## src/rtl/seq_mul_pkg.sv

```systemverilog
`default_nettype none
// =============================================================================
// Module   : seq_mul_pkg
// Brief    : Shared state encoding and sizing helper for seq_shift_add_multiplier.
// Revision : 1.0 - initial release
// =============================================================================
package seq_mul_pkg;

    typedef enum logic [1:0] {
        IDLE = 2'd0,
        RUN  = 2'd1,
        DONE = 2'd2
    } state_t;

    function automatic int cnt_width(input int width);
        return $clog2(width + 1);
    endfunction

endpackage
`default_nettype wire

```

## src/rtl/ripple_carry_adder.sv

```systemverilog
`default_nettype none
// =============================================================================
// Module   : ripple_carry_adder
// Brief    : WIDTH-bit unsigned ripple-carry adder with carry in/out.
// Revision : 1.0 - initial release
// =============================================================================
module ripple_carry_adder #(
    parameter int WIDTH = 16
) (
    input  logic [WIDTH-1:0] a,
    input  logic [WIDTH-1:0] b,
    input  logic             cin,
    output logic [WIDTH-1:0] sum,
    output logic             cout
);

    logic [WIDTH:0] w_carry;

    assign w_carry[0] = cin;

    genvar i;
    generate
        for (i = 0; i < WIDTH; i++) begin : g_bit
            assign sum[i]       = a[i] ^ b[i] ^ w_carry[i];
            assign w_carry[i+1] = (a[i] & b[i]) | (w_carry[i] & (a[i] ^ b[i]));
        end
    endgenerate

    assign cout = w_carry[WIDTH];

endmodule
`default_nettype wire

```

## src/rtl/seq_shift_add_multiplier.sv

```systemverilog
`default_nettype none
// =============================================================================
// Module   : seq_shift_add_multiplier
// Brief    : Iterative unsigned shift-add multiplier, valid/ready on both sides.
//            Optional macro SEQ_MUL_ZERO_SKIP_EN bypasses RUN for zero operands.
// Revision : 1.0 - initial release
// =============================================================================
module seq_shift_add_multiplier
    import seq_mul_pkg::*;
#(
    parameter int WIDTH = 16
) (
    input  logic               clk,
    input  logic               rst_n,
    input  logic               in_valid,
    output logic               in_ready,
    input  logic [WIDTH-1:0]   a,
    input  logic [WIDTH-1:0]   b,
    output logic               out_valid,
    input  logic               out_ready,
    output logic [2*WIDTH-1:0] product
);

    localparam int CNT_W = cnt_width(WIDTH);

    state_t             r_state;
    state_t             w_next_state;
    logic [WIDTH-1:0]   r_mcand;
    logic [WIDTH-1:0]   r_acc_hi;
    logic [WIDTH-1:0]   r_acc_lo;
    logic [CNT_W-1:0]   r_cnt;
    logic               r_out_valid;

    logic               w_idle;
    logic               w_accept;
    logic               w_consume;
    logic               w_last_step;
    logic [WIDTH-1:0]   w_add_b;
    logic [WIDTH-1:0]   w_sum;
    logic               w_cout;

`ifdef SEQ_MUL_ZERO_SKIP_EN
    logic               w_zero_op;
    assign w_zero_op = (a == '0) || (b == '0);
`endif

    // The unused 2'd3 encoding behaves exactly like IDLE.
    assign w_idle      = !((r_state == RUN) || (r_state == DONE));
    assign in_ready    = w_idle && rst_n;
    assign w_accept    = in_valid && in_ready;
    assign w_consume   = r_out_valid && out_ready;
    assign w_last_step = (r_cnt == CNT_W'(WIDTH - 1));

    assign w_add_b = r_acc_lo[0] ? r_mcand : '0;

    ripple_carry_adder #(
        .WIDTH (WIDTH)
    ) u_adder (
        .a    (r_acc_hi),
        .b    (w_add_b),
        .cin  (1'b0),
        .sum  (w_sum),
        .cout (w_cout)
    );

    always_comb begin
        w_next_state = r_state;
        case (r_state)
            RUN: begin
                if (w_last_step) begin
                    w_next_state = DONE;
                end
            end
            DONE: begin
                if (w_consume) begin
                    w_next_state = IDLE;
                end
            end
            default: begin
                w_next_state = IDLE;
                if (w_accept) begin
`ifdef SEQ_MUL_ZERO_SKIP_EN
                    w_next_state = w_zero_op ? DONE : RUN;
`else
                    w_next_state = RUN;
`endif
                end
            end
        endcase
    end

    always_ff @(posedge clk or negedge rst_n) begin
        if (!rst_n) begin
            r_state <= IDLE;
        end else begin
            r_state <= w_next_state;
        end
    end

    // The adder carry lands in the top bit after the shift, so nothing overflows.
    always_ff @(posedge clk or negedge rst_n) begin
        if (!rst_n) begin
            r_mcand     <= '0;
            r_acc_hi    <= '0;
            r_acc_lo    <= '0;
            r_cnt       <= '0;
            r_out_valid <= 1'b0;
        end else begin
            case (r_state)
                RUN: begin
                    {r_acc_hi, r_acc_lo} <= {w_cout, w_sum, r_acc_lo[WIDTH-1:1]};
                    r_cnt                <= r_cnt + 1'b1;
                end
                DONE: begin
                end
                default: begin
                    if (w_accept) begin
                        r_mcand  <= a;
                        r_acc_hi <= '0;
                        r_cnt    <= '0;
`ifdef SEQ_MUL_ZERO_SKIP_EN
                        r_acc_lo <= w_zero_op ? '0 : b;
`else
                        r_acc_lo <= b;
`endif
                    end
                end
            endcase
            r_out_valid <= (r_state == DONE) && !w_consume;
        end
    end

    assign out_valid = r_out_valid;
    assign product   = {r_acc_hi, r_acc_lo};

endmodule
`default_nettype wire

```

## config.mk

```make
export PLATFORM = sky130hd
export DESIGN_NAME = seq_shift_add_multiplier
export DESIGN_NICKNAME = d
export VERILOG_FILES = /design/src/rtl/seq_mul_pkg.sv /design/src/rtl/ripple_carry_adder.sv /design/src/rtl/seq_shift_add_multiplier.sv
export SDC_FILE = /design/constraint.sdc
export NUM_CORES = 1
export LEC_CHECK = 0
export CORE_MARGIN = 10
export CORE_UTILIZATION = 54
export DETAILED_ROUTE_END_ITERATION = 16
export PLACE_DENSITY = 0.89
export SLEW_MARGIN = 20
export SYNTH_ARGS = -nofsm -noshare
export SYNTH_HDL_FRONTEND = slang
export SYNTH_HIERARCHICAL = 1
export SYNTH_SLANG_ARGS = --single-unit
```

## constraint.sdc

```tcl
create_clock -name clk -period 12.7 [get_ports clk]
set_input_delay 2.54 -clock clk [delete_from_list [all_inputs] [get_ports clk]]
set_output_delay 2.54 -clock clk [all_outputs]
set_load 0.01 [all_outputs]
```

==> After elaboration in Yosys (flattened, before gate mapping) <==
Cells that the tools add are included.
{ "classes": {"n_mux": 11, "eq_ne": 5, "n_reduce_logical": 12, "n_addsub": 1, "bitwise_logic": 79} }
{ "op_table": {"columns": ["op", "n"], "rows": [
  ["16-bit one-hot mux with 2 select lines", 2],
  ["16-bit two-way mux", 3],
  ["1-bit bitwise AND", 31],
  ["1-bit bitwise XOR", 31],
  ["1-bit OR", 15],
  ["5-bit one-hot mux with 2 select lines", 1],
  ["2-bit AND reduction", 3],
  ["5-bit by 1-bit adder with 5-bit output (second input constant)", 1],
  ["5-bit by 4-bit equality test with 1-bit output (second input constant)", 1],
  ["5-bit two-way mux", 1],
  ["1-bit logical AND", 4],
  ["2-bit two-way mux", 2],
  ["2-bit inequality test (second input constant)", 2],
  ["2-bit one-hot mux with 2 select lines", 1],
  ["2-bit by 1-bit equality test with 1-bit output (second input constant)", 1],
  ["2-bit equality test (second input constant)", 1],
  ["1-bit zero test", 2],
  ["1-bit NOT", 2],
  ["2-bit nonzero test", 1],
  ["2-bit OR reduction", 1],
  ["1-bit logical OR", 1],
  ["1-bit two-way mux", 1]
]} }
{ "totals": {"out_inout_bits": 34, "reg_bits": 56, "input_bits": 36} }

==> Logic depth before layout (Yosys ltp) <==
Gate-level depths: netlist of run 1.
{ "logic_depth": {"word_depth": 33, "ltp_mapped": 23, "ltp_nobuf": 23} }

==> Hierarchy <==
Netlist of run 1, hierarchy kept.
{ "by_module_without_submodules": {"columns": ["mod", "n_inst", "cells_each", "area_each_um2", "seq_area_each_um2"], "rows": [
  ["seq_shift_add_multiplier", 1, 216, 2737.6, 1401.3],
  ["ripple_carry_adder", 1, 26, 357.8, 0.0]
]} }

==> Worst setup path after synthesis of run 1 <==
OpenSTA, ideal clock, no wires.
{ "synth_path": {"path_type": "reg2reg", "from": "register r_acc_lo[0]", "to": "register r_acc_hi[14]", "arrival_ns": 6.771, "stages_incl_launch_ff": 24, "setup_slack_ns": 5.846, "setup_ns": 0.083, "t_required_ns": 12.617, "n_path_buf": 0, "path_cell_list": "dfrtp_1 > and2_1 > fa_1 > inv_1 > fa_1 > inv_1 > fa_1 > fa_1 > fa_1 > fa_1 > fa_1 > fa_1 > fa_1 > fa_1 > fa_1 > fa_1 > fa_1 > fa_1 > fa_1 > inv_1 > fa_1 > inv_1 > nand3b_1 > o21ai_0"} }
{ "synth_between": {"elab_chain_cells": 32} }
{ "synth_lines": {"columns": ["item", "line", "source"], "rows": [
  ["from (decl)", "seq_shift_add_multiplier.sv:30", "logic [WIDTH-1:0] r_acc_lo;"],
  ["from (signal assigned)", "seq_shift_add_multiplier.sv:111", "{r_acc_hi, r_acc_lo} <= {w_cout, w_sum, r_acc_lo[WIDTH-1:1]};"],
  ["16-bit two-way mux", "seq_shift_add_multiplier.sv:54", "assign w_add_b = r_acc_lo[0] ? r_mcand : '0;"],
  ["via w_add_b[0]", "seq_shift_add_multiplier.sv:38", "logic [WIDTH-1:0] w_add_b;"],
  ["1-bit bitwise AND (2 in series)", "ripple_carry_adder.sv:25", "assign w_carry[i+1] = (a[i] & b[i]) | (w_carry[i] & (a[i] ^ b[i]));"],
  ["1-bit OR", "ripple_carry_adder.sv:25", null],
  ["1-bit bitwise AND", "ripple_carry_adder.sv:25", null],
  ["1-bit OR", "ripple_carry_adder.sv:25", null],
  ["1-bit bitwise AND", "ripple_carry_adder.sv:25", null],
  ["1-bit OR", "ripple_carry_adder.sv:25", null],
  ["(+17 left out)", null, null],
  ["1-bit OR", "ripple_carry_adder.sv:25", null],
  ["1-bit bitwise AND", "ripple_carry_adder.sv:25", null],
  ["1-bit OR", "ripple_carry_adder.sv:25", null],
  ["1-bit bitwise AND", "ripple_carry_adder.sv:25", null],
  ["1-bit OR", "ripple_carry_adder.sv:25", null],
  ["1-bit bitwise XOR", "ripple_carry_adder.sv:24", "assign sum[i] = a[i] ^ b[i] ^ w_carry[i];"],
  ["via w_sum[15]", "seq_shift_add_multiplier.sv:39", "logic [WIDTH-1:0] w_sum;"],
  ["16-bit one-hot mux with 2 select lines", "seq_shift_add_multiplier.sv:109", "case (r_state)"],
  ["to (signal assigned)", "seq_shift_add_multiplier.sv:111", null],
  ["to (decl)", "seq_shift_add_multiplier.sv:29", "logic [WIDTH-1:0] r_acc_hi;"]
]} }
The timed path passes the listed nets, and every way through them passes these cells.
A chain may end at the register's enable or synchronous reset.

==> Worst setup path after layout of run 1 <==
Same ends and word-level chain as after synthesis.

==> results of run 1 <==
cell usage in the layout (no fill, tap or decap), types with 2 or more instances in the layout:
master,count
sky130_fd_sc_hd__clkbuf_8,5
sky130_fd_sc_hd__nand3b_1,17
sky130_fd_sc_hd__and3_1,2
sky130_fd_sc_hd__clkdlybuf4s50_1,68
sky130_fd_sc_hd__a21o_1,2
sky130_fd_sc_hd__ha_1,3
sky130_fd_sc_hd__o2bb2ai_1,2
sky130_fd_sc_hd__a21oi_1,2
sky130_fd_sc_hd__mux2_2,25
sky130_fd_sc_hd__dfrtp_1,56
sky130_fd_sc_hd__and2_1,17
sky130_fd_sc_hd__o21ai_0,19
sky130_fd_sc_hd__mux2_1,2
sky130_fd_sc_hd__fa_1,16
sky130_fd_sc_hd__mux2i_1,2
sky130_fd_sc_hd__mux2_4,21
sky130_fd_sc_hd__inv_1,32
cell type report:
class,count,area (um^2),area share (%)
Multi-Input combinational cell,141,1470,37.6
Sequential cell,56,1400,35.9
Timing Repair Buffer,71,721,18.4
Inverter,33,126,3.24
Tap cell,72,90.1,2.31
Clock buffer,5,68.8,1.76
Clock inverter,1,30.0,0.769
per-layer routing:
| metal | up-vias | routed length (um) | track usage (%) |
|---|---|---|---|
| li1 | 920 | - | - |
| met1 | 981 | 2830 | 17.8 |
| met2 | 79 | 2990 | 23.6 |
| met3 | 4 | 629 | 5.53 |
| met4 | 0 | 29 | 2.46 |
| met5 | - | 0 | 0 |
registers in the layout (all words and copies together), names as in the netlist:
| register | count |
|---|---|
| r_acc_hi | 16 |
| r_acc_lo | 16 |
| r_mcand | 16 |
| r_cnt | 5 |
| r_state | 2 |
| out_valid | 1 |
critical path, cell delays in order (launching register included):
cell and delay, ns:
sky130_fd_sc_hd__dfrtp_1 0.55, sky130_fd_sc_hd__and2_1 0.24, sky130_fd_sc_hd__fa_1 0.38, sky130_fd_sc_hd__inv_1 0.07, sky130_fd_sc_hd__fa_1 0.15, sky130_fd_sc_hd__inv_1 0.05, sky130_fd_sc_hd__fa_1 0.38, sky130_fd_sc_hd__fa_1 0.39
sky130_fd_sc_hd__fa_1 0.39, sky130_fd_sc_hd__fa_1 0.39, sky130_fd_sc_hd__fa_1 0.39, sky130_fd_sc_hd__fa_1 0.39, sky130_fd_sc_hd__fa_1 0.39, sky130_fd_sc_hd__fa_1 0.39, sky130_fd_sc_hd__fa_1 0.41, sky130_fd_sc_hd__fa_1 0.40
sky130_fd_sc_hd__fa_1 0.40, sky130_fd_sc_hd__fa_1 0.41, sky130_fd_sc_hd__fa_1 0.38, sky130_fd_sc_hd__inv_1 0.08, sky130_fd_sc_hd__fa_1 0.40, sky130_fd_sc_hd__inv_1 0.06, sky130_fd_sc_hd__nand3b_1 0.06, sky130_fd_sc_hd__o21ai_0 0.11
through the flow:
step	cells	total power [mW]	util, %	hold WS (ns)
2_1_floorplan	242	0.443	-	0.450
3_3_place_gp	372	0.564	68.2	0.465
3_5_place_dp	372	0.577	68.2	0.477
4_1_cts	378	0.690	70.0	0.497
5_1_grt	379	0.735	70.5	0.511
6_report	379	0.685	70.5	0.501
cell families (layout without fill, tap and decap cells):
family | count (synthesis) | after routing | share of synthesized area, %
AOI/OAI and AO/OA | 28 | 28 | 5.46
adders and majority gates | 20 | 20 | 12.0
buffers and inverters | 45 | 110 | 7.36
DFF | 56 | 56 | 45.3
muxes | 50 | 50 | 20.7
other | 1 | 1 | 0.121
and+or+nand+nor | 42 | 42 | 9.18
cells in the mapped netlist, drive strengths merged:
master and instances:
nor3 1, conb 1, dfrtp 56, inv 33, nor3b 1, o2bb2ai 2, a21o 2, fa 16
or3 1, nor2 1, nand3 2, mux2i 2, clkbuf 3, a21oi 3, nand3b 17, a21boi 1
mux2 48, and2 17, buf 9, ha 4, o21a 1, o21ai 19, and3 2
power groups by stage:
stage | registers (mW) | clock network (mW) | logic, mW
global route | 0.296 | 0.119 | 0.319
CTS | 0.288 | 0.112 | 0.290
global placement | 0.287 | 0 | 0.277
floorplan | 0.295 | 0 | 0.148
finish | 0.286 | 0.110 | 0.288
detailed placement | 0.290 | 0 | 0.287
worst max path at each step:
stage | endpoint | slack (ns)
floorplan | r_acc_hi[14] | 5.85
global placement | r_acc_hi[14] | 5.54
detailed placement | r_acc_hi[14] | 5.36
CTS | r_acc_hi[14] | 5.35
global route | r_acc_hi[14] | 5.03
finish | r_acc_hi[14] | 5.35
==> results.json, run 1 <==
{
  "remaining_drc_errors": 0,
  "p_leak_nw": 1.72,
  "hold_violations": 0,
  "die_height_um": 95.7,
  "worst-endpoint-required_ns": 12.92,
  "core_area_um2": 5540,
  "design.die.area_um2": 9160,
  "cts_hold_buffers_added": 0,
  "clock-root-buffer": "sky130_fd_sc_hd__clkbuf_8",
  "clk-insertion-delay-late_ns": 0.30,
  "fin_setup_tns_ns": 0,
  "hold_path.startpoint": "out_valid",
  "wire_per_inst_um": 17.1,
  "status": "finished, final reports clean",
  "ant_nets": 0,
  "synth.yosys.warnings": 6,
  "ctsResizeCount": 0,
  "initial_utilization_pct": 55.9,
  "yosys.cell_types.count": 31,
  "dr_total_vias": 1984,
  "worst_setup_path_startpoint": "r_acc_lo[0]",
  "grt_overflow_total": 0,
  "grt_pass1_vias": 2137,
  "gpl.final_weighted_congestion": 0.795,
  "yosys-top-cells-area": "sky130_fd_sc_hd__dfrtp_1, sky130_fd_sc_hd__fa_1, sky130_fd_sc_hd__mux2_4, sky130_fd_sc_hd__mux2_2, sky130_fd_sc_hd__nand3b_1",
  "worst_pin_slew_ns": 0.914,
  "regToRegStartpoint": "r_acc_lo[0]",
  "internal_power_uw": 461,
  "setup.worst_path.class": "register to register",
  "antenna_found_initial": 0,
  "pwr-share-clk_pct": 16.1,
  "max_freq_mhz": 136,
  "pin_count_of_the_biggest_net_entering_global_routing": 60,
  "area_growth_from_synthesis_to_final_layout_pct": 26.2,
  "p_switching_uw": 225,
  "dp.final_hpwl_mm": 4.67,
  "timing.clock.skew_ns": 0.00913,
  "syn_area_per_cell_um2": 12.8,
  "yosys.area.top_type_share_pct": 45.3,
  "number_of_stages_on_the_worst_hold_path": 1,
  "critical_path.endpoint_type": "register",
  "power_frac_comb_pct": 42.1,
  "layout.nets": 364,
  "pwr-share-seq_pct": 41.8,
  "ir_drop_uv": 111,
  "postCtsSetupRepairBufs": 0,
  "drive_above_1_share_pct": 19.2,
  "chipWidth_um": 95.7,
  "post-route-period-util_pct": 57.9,
  "post_cts_clock_slew_at_the_launch_and_capture_registers_of_the_worst_setup_and_hold_paths_ns": 0.10,
  "post-route-min-period_ns": 7.35,
  "grt_pass1_wl_mm": 10.5,
  "n_antenna_cell": 0,
  "crit_arrival_ns": 7.57,
  "setup_violations": 0,
  "timing.hold.worst.class": "register to register",
  "ff2ff_path_depth": 23,
  "post_drt_via_cell_ratio": 5.23,
  "maxCapViolCount": 0,
  "slew_viol_final": 0,
  "r2r_setup_slack_ns": 5.35,
  "slew_headroom_pct": 39.0,
  "worstReg2RegEnd": "r_acc_hi[14]",
  "hold-path-endpoint": "out_valid",
  "timing.final.ws_setup_ns": 5.35,
  "rsz_0062_raised_after_global_routing": "no",
  "setup.worst_path.start_class": "register",
  "drt-total-wl_mm": 6.47,
  "htree_levels": 2,
  "num_io_pins": 70,
  "numPortBuffers": 69,
  "num_rows": 27,
  "cts.path.max_buffers": 2,
  "filler_cell_count": 403,
  "syn_area_um2": 3100,
  "ys_ff_latch": 56,
  "cp_max_fo": 18,
  "cts_tree": "done",
  "yosysSeqAreaShare_pct": 45.3,
  "placed_area_um2": 3780,
  "synth_area_leader": "sky130_fd_sc_hd__dfrtp_1",
  "pre_cts_ws_ns": 5.36,
  "globalRouteTotalUtil_pct": 14.3,
  "power_per_cell_area_nw_per_um2": 175,
  "netlist_instances": 242,
  "post-route-cell-area_um2": 3910,
  "syn-num-nets": 298,
  "drt-initial-drc-count": 73,
  "netSwitchingFraction_pct": 32.8,
  "drtPass1Iterations": 4,
  "cts-buffers-inserted": 5,
  "cts.sinks": 56
}
Note: power is estimated with default switching activity, not from simulation.
==> run 2: changes to the inputs <==
Settings changed: CORE_UTILIZATION 54 to 46, PLACE_DENSITY 0.89 to 0.81.
Clock period 12.7 ns to 5.91 ns, I/O delays scaled along.
==> results.json, run 2 (same netlist as run 1, synthesis figures left out) <==
{
  "status": "finished, violations left",
  "failing_checks": "setup timing",
  "wire_per_inst_um": 16.9,
  "slew_headroom_pct": 37.3,
  "pre_cts_ws_ns": -0.557,
  "num_rows": 29,
  "cp_max_fo": 2,
  "setup.worst_path.class": "register to register",
  "postCtsSetupRepairBufs": 0,
  "met1_demand_to_capacity_share_in_global_routing_pct": 15.9,
  "setup.worst_path.start_class": "register",
  "max_freq_mhz": 155,
  "drt-initial-drc-count": 90,
  "cts-buffers-inserted": 5,
  "grt_util_met3_pct": 4.45,
  "grt_pass1_vias": 2150,
  "slew_viol_final": 0,
  "drtPass1Iterations": 4,
  "worst-endpoint-required_ns": 6.16,
  "layout.nets": 367,
  "post_cts_clock_slew_at_the_launch_and_capture_registers_of_the_worst_setup_and_hold_paths_ns": 0.10,
  "top_usage_layer": "met2",
  "worst_setup_path_startpoint": "r_mcand[0]",
  "timing.clock.skew_ns": 0.00529,
  "cts.sinks": 56,
  "ant_nets": 0,
  "post-route-period-util_pct": 109,
  "layout.cells.most_common_list": "sky130_fd_sc_hd__clkdlybuf4s50_1, sky130_fd_sc_hd__dfrtp_1, sky130_fd_sc_hd__inv_1",
  "worst_pin_slew_ns": 0.941,
  "ff2ff_path_depth": 23,
  "timing.hold.worst.class": "register to register",
  "area_growth_from_synthesis_to_final_layout_pct": 28.4,
  "drive_above_1_share_pct": 26.9,
  "drt-total-wl_mm": 6.57,
  "pin_count_of_the_biggest_net_entering_global_routing": 46,
  "htree_levels": 2,
  "chipWidth_um": 102,
  "die_height_um": 102,
  "dp.final_hpwl_mm": 4.84,
  "hold_violations": 0,
  "final_common_cell": "sky130_fd_sc_hd__clkdlybuf4s50_1",
  "postLayoutCoreUtil_pct": 61.5,
  "p_leak_nw": 1.71,
  "design.die.area_um2": 10400,
  "initial_utilization_pct": 47.9,
  "remaining_drc_errors": 0,
  "regToRegStartpoint": "r_mcand[0]",
  "largest_registers": "r_acc_hi: 16 flops, r_acc_lo: 16 flops, r_mcand: 16 flops",
  "cp-endpoint": "r_acc_hi[14]",
  "post-route-min-period_ns": 6.47,
  "cts.path.max_buffers": 2,
  "clock-root-buffer": "sky130_fd_sc_hd__clkbuf_8",
  "core_area_um2": 6460,
  "n_antenna_cell": 0,
  "power_per_cell_area_nw_per_um2": 375,
  "finish.cell_count_without_fillers": 389,
  "antenna_found_initial": 0,
  "globalRouteTotalUtil_pct": 12.8,
  "worstReg2RegEnd": "r_acc_hi[14]",
  "rsz_0062_raised_after_global_routing": "yes",
  "dp_cells": 380,
  "post_drt_via_cell_ratio": 5.15,
  "clk-insertion-delay-late_ns": 0.31,
  "gpl.final_weighted_congestion": 0.812,
  "numPortBuffers": 69,
  "maxCapViolCount": 0,
  "grt_overflow_total": 0,
  "ir_drop_uv": 196,
  "cts_hold_buffers_added": 0,
  "critical_path.endpoint_type": "register",
  "timing.final.ws_setup_ns": -0.558,
  "r2r_setup_slack_ns": -0.56,
  "setup_violations": 3,
  "grt_pass1_wl_mm": 10.6,
  "num_io_pins": 70,
  "crit_arrival_ns": 6.72,
  "dr_total_vias": 2002,
  "met2_usage_grt_pct": 20.8,
  "cts_tree": "done"
}
[run 2: layout make-up]
| type | instances | area, um^2 |
|---|---|---|
| multi-input combinational | 141 | 1510 |
| inverter | 33 | 126 |
| timing repair buffer | 74 | 743 |
| sequential | 56 | 1400 |
| clock inverter | 2 | 13.8 |
| tap | 77 | 96.3 |
| fill | 514 | 2480 |
| clock buffer | 6 | 82.6 |
[run 2: repair_timing]
action | in CTS | in global routing
resized for setup | 1 | 2
pin swaps | 0 | 0
setup endpoints to repair | 3 | 4
hold endpoints to repair | 0 | 0
[run 2: worst max-delay path, cell delays in order, from the launching register on]
cell,delay (ns)
sky130_fd_sc_hd__dfrtp_1,0.39
sky130_fd_sc_hd__and2_4,0.16
sky130_fd_sc_hd__fa_2,0.35
sky130_fd_sc_hd__inv_2,0.06
sky130_fd_sc_hd__fa_2,0.18
sky130_fd_sc_hd__inv_2,0.03
sky130_fd_sc_hd__fa_2,0.34
sky130_fd_sc_hd__fa_2,0.37
sky130_fd_sc_hd__fa_2,0.35
sky130_fd_sc_hd__fa_2,0.34
sky130_fd_sc_hd__fa_2,0.35
sky130_fd_sc_hd__fa_2,0.35
sky130_fd_sc_hd__fa_2,0.35
sky130_fd_sc_hd__fa_2,0.35
sky130_fd_sc_hd__fa_2,0.35
sky130_fd_sc_hd__fa_2,0.35
sky130_fd_sc_hd__fa_2,0.35
sky130_fd_sc_hd__fa_2,0.35
sky130_fd_sc_hd__fa_2,0.34
sky130_fd_sc_hd__inv_2,0.06
sky130_fd_sc_hd__fa_1,0.39
sky130_fd_sc_hd__inv_1,0.06
sky130_fd_sc_hd__nand3b_1,0.07
sky130_fd_sc_hd__o21ai_1,0.11
[run 2: metrics by stage]
step	TNS [ns]	power, mW	area (um^2)	hold slack, ns
6_report	-1.14	1.49	3970	0.489
4_1_cts	-1.24	1.50	3950	0.492
3_5_place_dp	-1.18	1.27	3850	0.469
2_1_floorplan	-0.665	0.971	3140	0.450
3_3_place_gp	-0.913	1.25	3850	0.463
5_1_grt	-1.76	1.60	3970	0.523
[run 2: routing by layer]
| layer | share of wire (%) | vias up |
|---|---|---|
| met3 | 7.9 | 8 |
| met5 | 0 | - |
| met4 | 1.1 | 0 |
| met2 | 46 | 61 |
| li1 | - | 929 |
| met1 | 45 | 1004 |
[run 2: power breakdown]
part           switching [mW]  total [mW]  internal [mW]
clock                   0.128       0.224         0.0962
sequential              0.102       0.602          0.500
combinational           0.269       0.662          0.393
total                   0.499        1.49          0.990
[run 2: worst min-delay path by stage]
stage                     depth (start not counted)          end        start
after floorplan                                   1  r_mcand[14]  r_mcand[14]
after global placement                            1  r_mcand[15]  r_mcand[15]
after detailed placement                          1  r_mcand[14]  r_mcand[14]
after CTS                                         1  r_mcand[14]  r_mcand[14]
after global routing                              1   r_mcand[8]   r_mcand[8]
final                                             1  r_mcand[14]  r_mcand[14]
==> run 3: changes to the inputs <==
Settings changed: MAX_ROUTING_LAYER from default to met4.
==> results.json, run 3 (same netlist as run 1, synthesis figures left out) <==
{
  "post-route-period-util_pct": 110,
  "ff2ff_path_depth": 23,
  "critPathMostFrequentCell": "sky130_fd_sc_hd__fa_2",
  "finish.cell_count_without_fillers": 389,
  "pwr-share-clk_pct": 15.0,
  "holdWs_ns": 0.491,
  "dp_cells": 380,
  "rsz_0062_raised_after_global_routing": "yes",
  "internal_power_uw": 989,
  "cts.sinks": 56,
  "detailroute.wirelength.met3_um": 413,
  "hold_violations": 0,
  "p_leak_nw": 1.71,
  "cp-endpoint": "r_acc_hi[14]",
  "critPathTopFamily": "adder cells",
  "drt-total-wl_mm": 6.55,
  "p_total_mw": 1.49,
  "regToRegStartpoint": "r_mcand[0]",
  "chipWidth_um": 102,
  "antenna_found_initial": 0,
  "n_antenna_cell": 0,
  "num_io_pins": 70,
  "max_freq_mhz": 155,
  "critical_path.n_buffers_inverters": 4,
  "wl_met1_mm": 3.00,
  "slew_viol_final": 0,
  "area_growth_from_synthesis_to_final_layout_pct": 28.4,
  "maxCapViolCount": 0,
  "dr_total_vias": 2023,
  "cts_hold_buffers_added": 0,
  "setup.worst_path.start_class": "register",
  "critical_path.max_stage_delay_ns": 0.39,
  "worstReg2RegEnd": "r_acc_hi[14]",
  "critical_path.cell_chain": "and2_4 > fa_2 > inv_2 > fa_2 > inv_2 > fa_2 > fa_2 > fa_2 > fa_2 > fa_2 > fa_2 > fa_2 > fa_2 > fa_2 > fa_2 > fa_2 > fa_2 > fa_2 > inv_2 > fa_1 > inv_1 > nand3b_1 > o21ai_1",
  "globalRouteTotalUtil_pct": 13.2,
  "drt-initial-drc-count": 59,
  "register_area_um2": 1400,
  "filler_cell_count": 514,
  "layout.cells.most_common_list": "sky130_fd_sc_hd__clkdlybuf4s50_1, sky130_fd_sc_hd__dfrtp_1, sky130_fd_sc_hd__inv_1",
  "status": "finished, violations left",
  "num_rows": 29,
  "timing.clock.skew_ns": 0.00603,
  "cp_max_fo": 2,
  "multi_input_combinational_cell_area_um2": 1510,
  "cp_slowest_cell": "sky130_fd_sc_hd__dfrtp_1",
  "core_area_um2": 6460,
  "post_drt_via_cell_ratio": 5.20,
  "top_signal_layer_used": "met4",
  "largest_registers": "r_acc_hi: 16 flops, r_acc_lo: 16 flops, r_mcand: 16 flops",
  "placed_area_um2": 3850,
  "layout.nets": 367,
  "grt_pass1_vias": 2163,
  "clock-root-buffer": "sky130_fd_sc_hd__clkbuf_8",
  "gpl.final_weighted_congestion": 0.824,
  "htree_levels": 2,
  "p_switching_uw": 499,
  "pin_count_of_the_biggest_net_entering_global_routing": 46,
  "worst_setup_path_startpoint": "r_mcand[0]",
  "design.die.area_um2": 10400,
  "timing.hold.worst.class": "register to register",
  "ir_drop_uv": 195,
  "cts-buffers-inserted": 5,
  "cts_tree": "done",
  "wire_per_inst_um": 16.8,
  "grt_pass1_wl_mm": 10.7,
  "clk-insertion-delay-late_ns": 0.31,
  "timing.final.ws_setup_ns": -0.562,
  "post_cts_clock_slew_at_the_launch_and_capture_registers_of_the_worst_setup_and_hold_paths_ns": 0.10,
  "crit_arrival_ns": 6.71,
  "final_common_cell": "sky130_fd_sc_hd__clkdlybuf4s50_1",
  "met2WireLength_mm": 3.06,
  "stages_on_worst_setup_path": 23,
  "r2r_setup_slack_ns": -0.56,
  "setup.worst_path.class": "register to register",
  "post-route-cell-area_um2": 3970,
  "post-route-min-period_ns": 6.47,
  "die_height_um": 102,
  "power_frac_comb_pct": 44.5,
  "pwr-share-seq_pct": 40.5,
  "remaining_drc_errors": 0,
  "worst-endpoint-required_ns": 6.15,
  "grt_overflow_total": 0,
  "worst_pin_slew_ns": 0.931,
  "failing_checks": "setup timing",
  "ant_nets": 0,
  "netSwitchingFraction_pct": 33.5,
  "critical_path.endpoint_type": "register",
  "dp.final_hpwl_mm": 4.84,
  "drive_above_1_share_pct": 26.9,
  "cts.path.max_buffers": 2,
  "initial_utilization_pct": 47.9,
  "power_per_cell_area_nw_per_um2": 374,
  "numPortBuffers": 69,
  "drtPass1Iterations": 4,
  "pre_cts_ws_ns": -0.557,
  "setup_violations": 3,
  "slew_headroom_pct": 37.9
}
## run 3: cell type report
cell class | instances | area share [%]
inverter | 33 | 3.18
timing repair buffer | 74 | 18.7
clock inverter | 2 | 0.346
multi-input combinational | 141 | 38.0
tap | 77 | 2.42
sequential | 56 | 35.3
clock buffer | 6 | 2.08
## run 3: power by group through the flow
stage	combinational, mW	sequential [mW]	clock, mW
2_1_floorplan	0.333	0.638	0
3_3_place_gp	0.638	0.610	0
3_5_place_dp	0.662	0.611	0
4_1_cts	0.667	0.606	0.230
5_1_grt	0.733	0.625	0.243
6_report	0.661	0.603	0.224
## run 3: worst min-delay path by stage
| stage | endpoint | slack, ns | cells after the start | start |
|---|---|---|---|---|
| 2_1_floorplan | r_mcand[14] | 0.45 | 1 | r_mcand[14] |
| 3_3_place_gp | r_mcand[15] | 0.46 | 1 | r_mcand[15] |
| 3_5_place_dp | r_mcand[14] | 0.47 | 1 | r_mcand[14] |
| 4_1_cts | r_mcand[14] | 0.49 | 1 | r_mcand[14] |
| 5_1_grt | r_mcand[8] | 0.52 | 1 | r_mcand[8] |
| 6_report | r_mcand[14] | 0.49 | 1 | r_mcand[14] |
## run 3: metrics by stage
step | setup TNS [ns] | utilization, %
finish | -1.17 | 61.5
CTS | -1.24 | 61.1
global placement | -0.913 | 59.6
floorplan | -0.665 | -
detailed placement | -1.18 | 59.6
global route | -1.79 | 61.5
## run 3: routing by layer
layer  global-route usage [%]  up-vias
met1                     16.4     1020
met2                     20.9       66
met4                     3.58        0
met3                     3.44        8
met5                        -        -
li1                         -      929
## run 3: repair_timing
item,4_1_cts,5_1_grt
endpoints found under the setup margin,3,4
resized for setup,1,1
buffers inserted,0,0
pin swaps,0,0
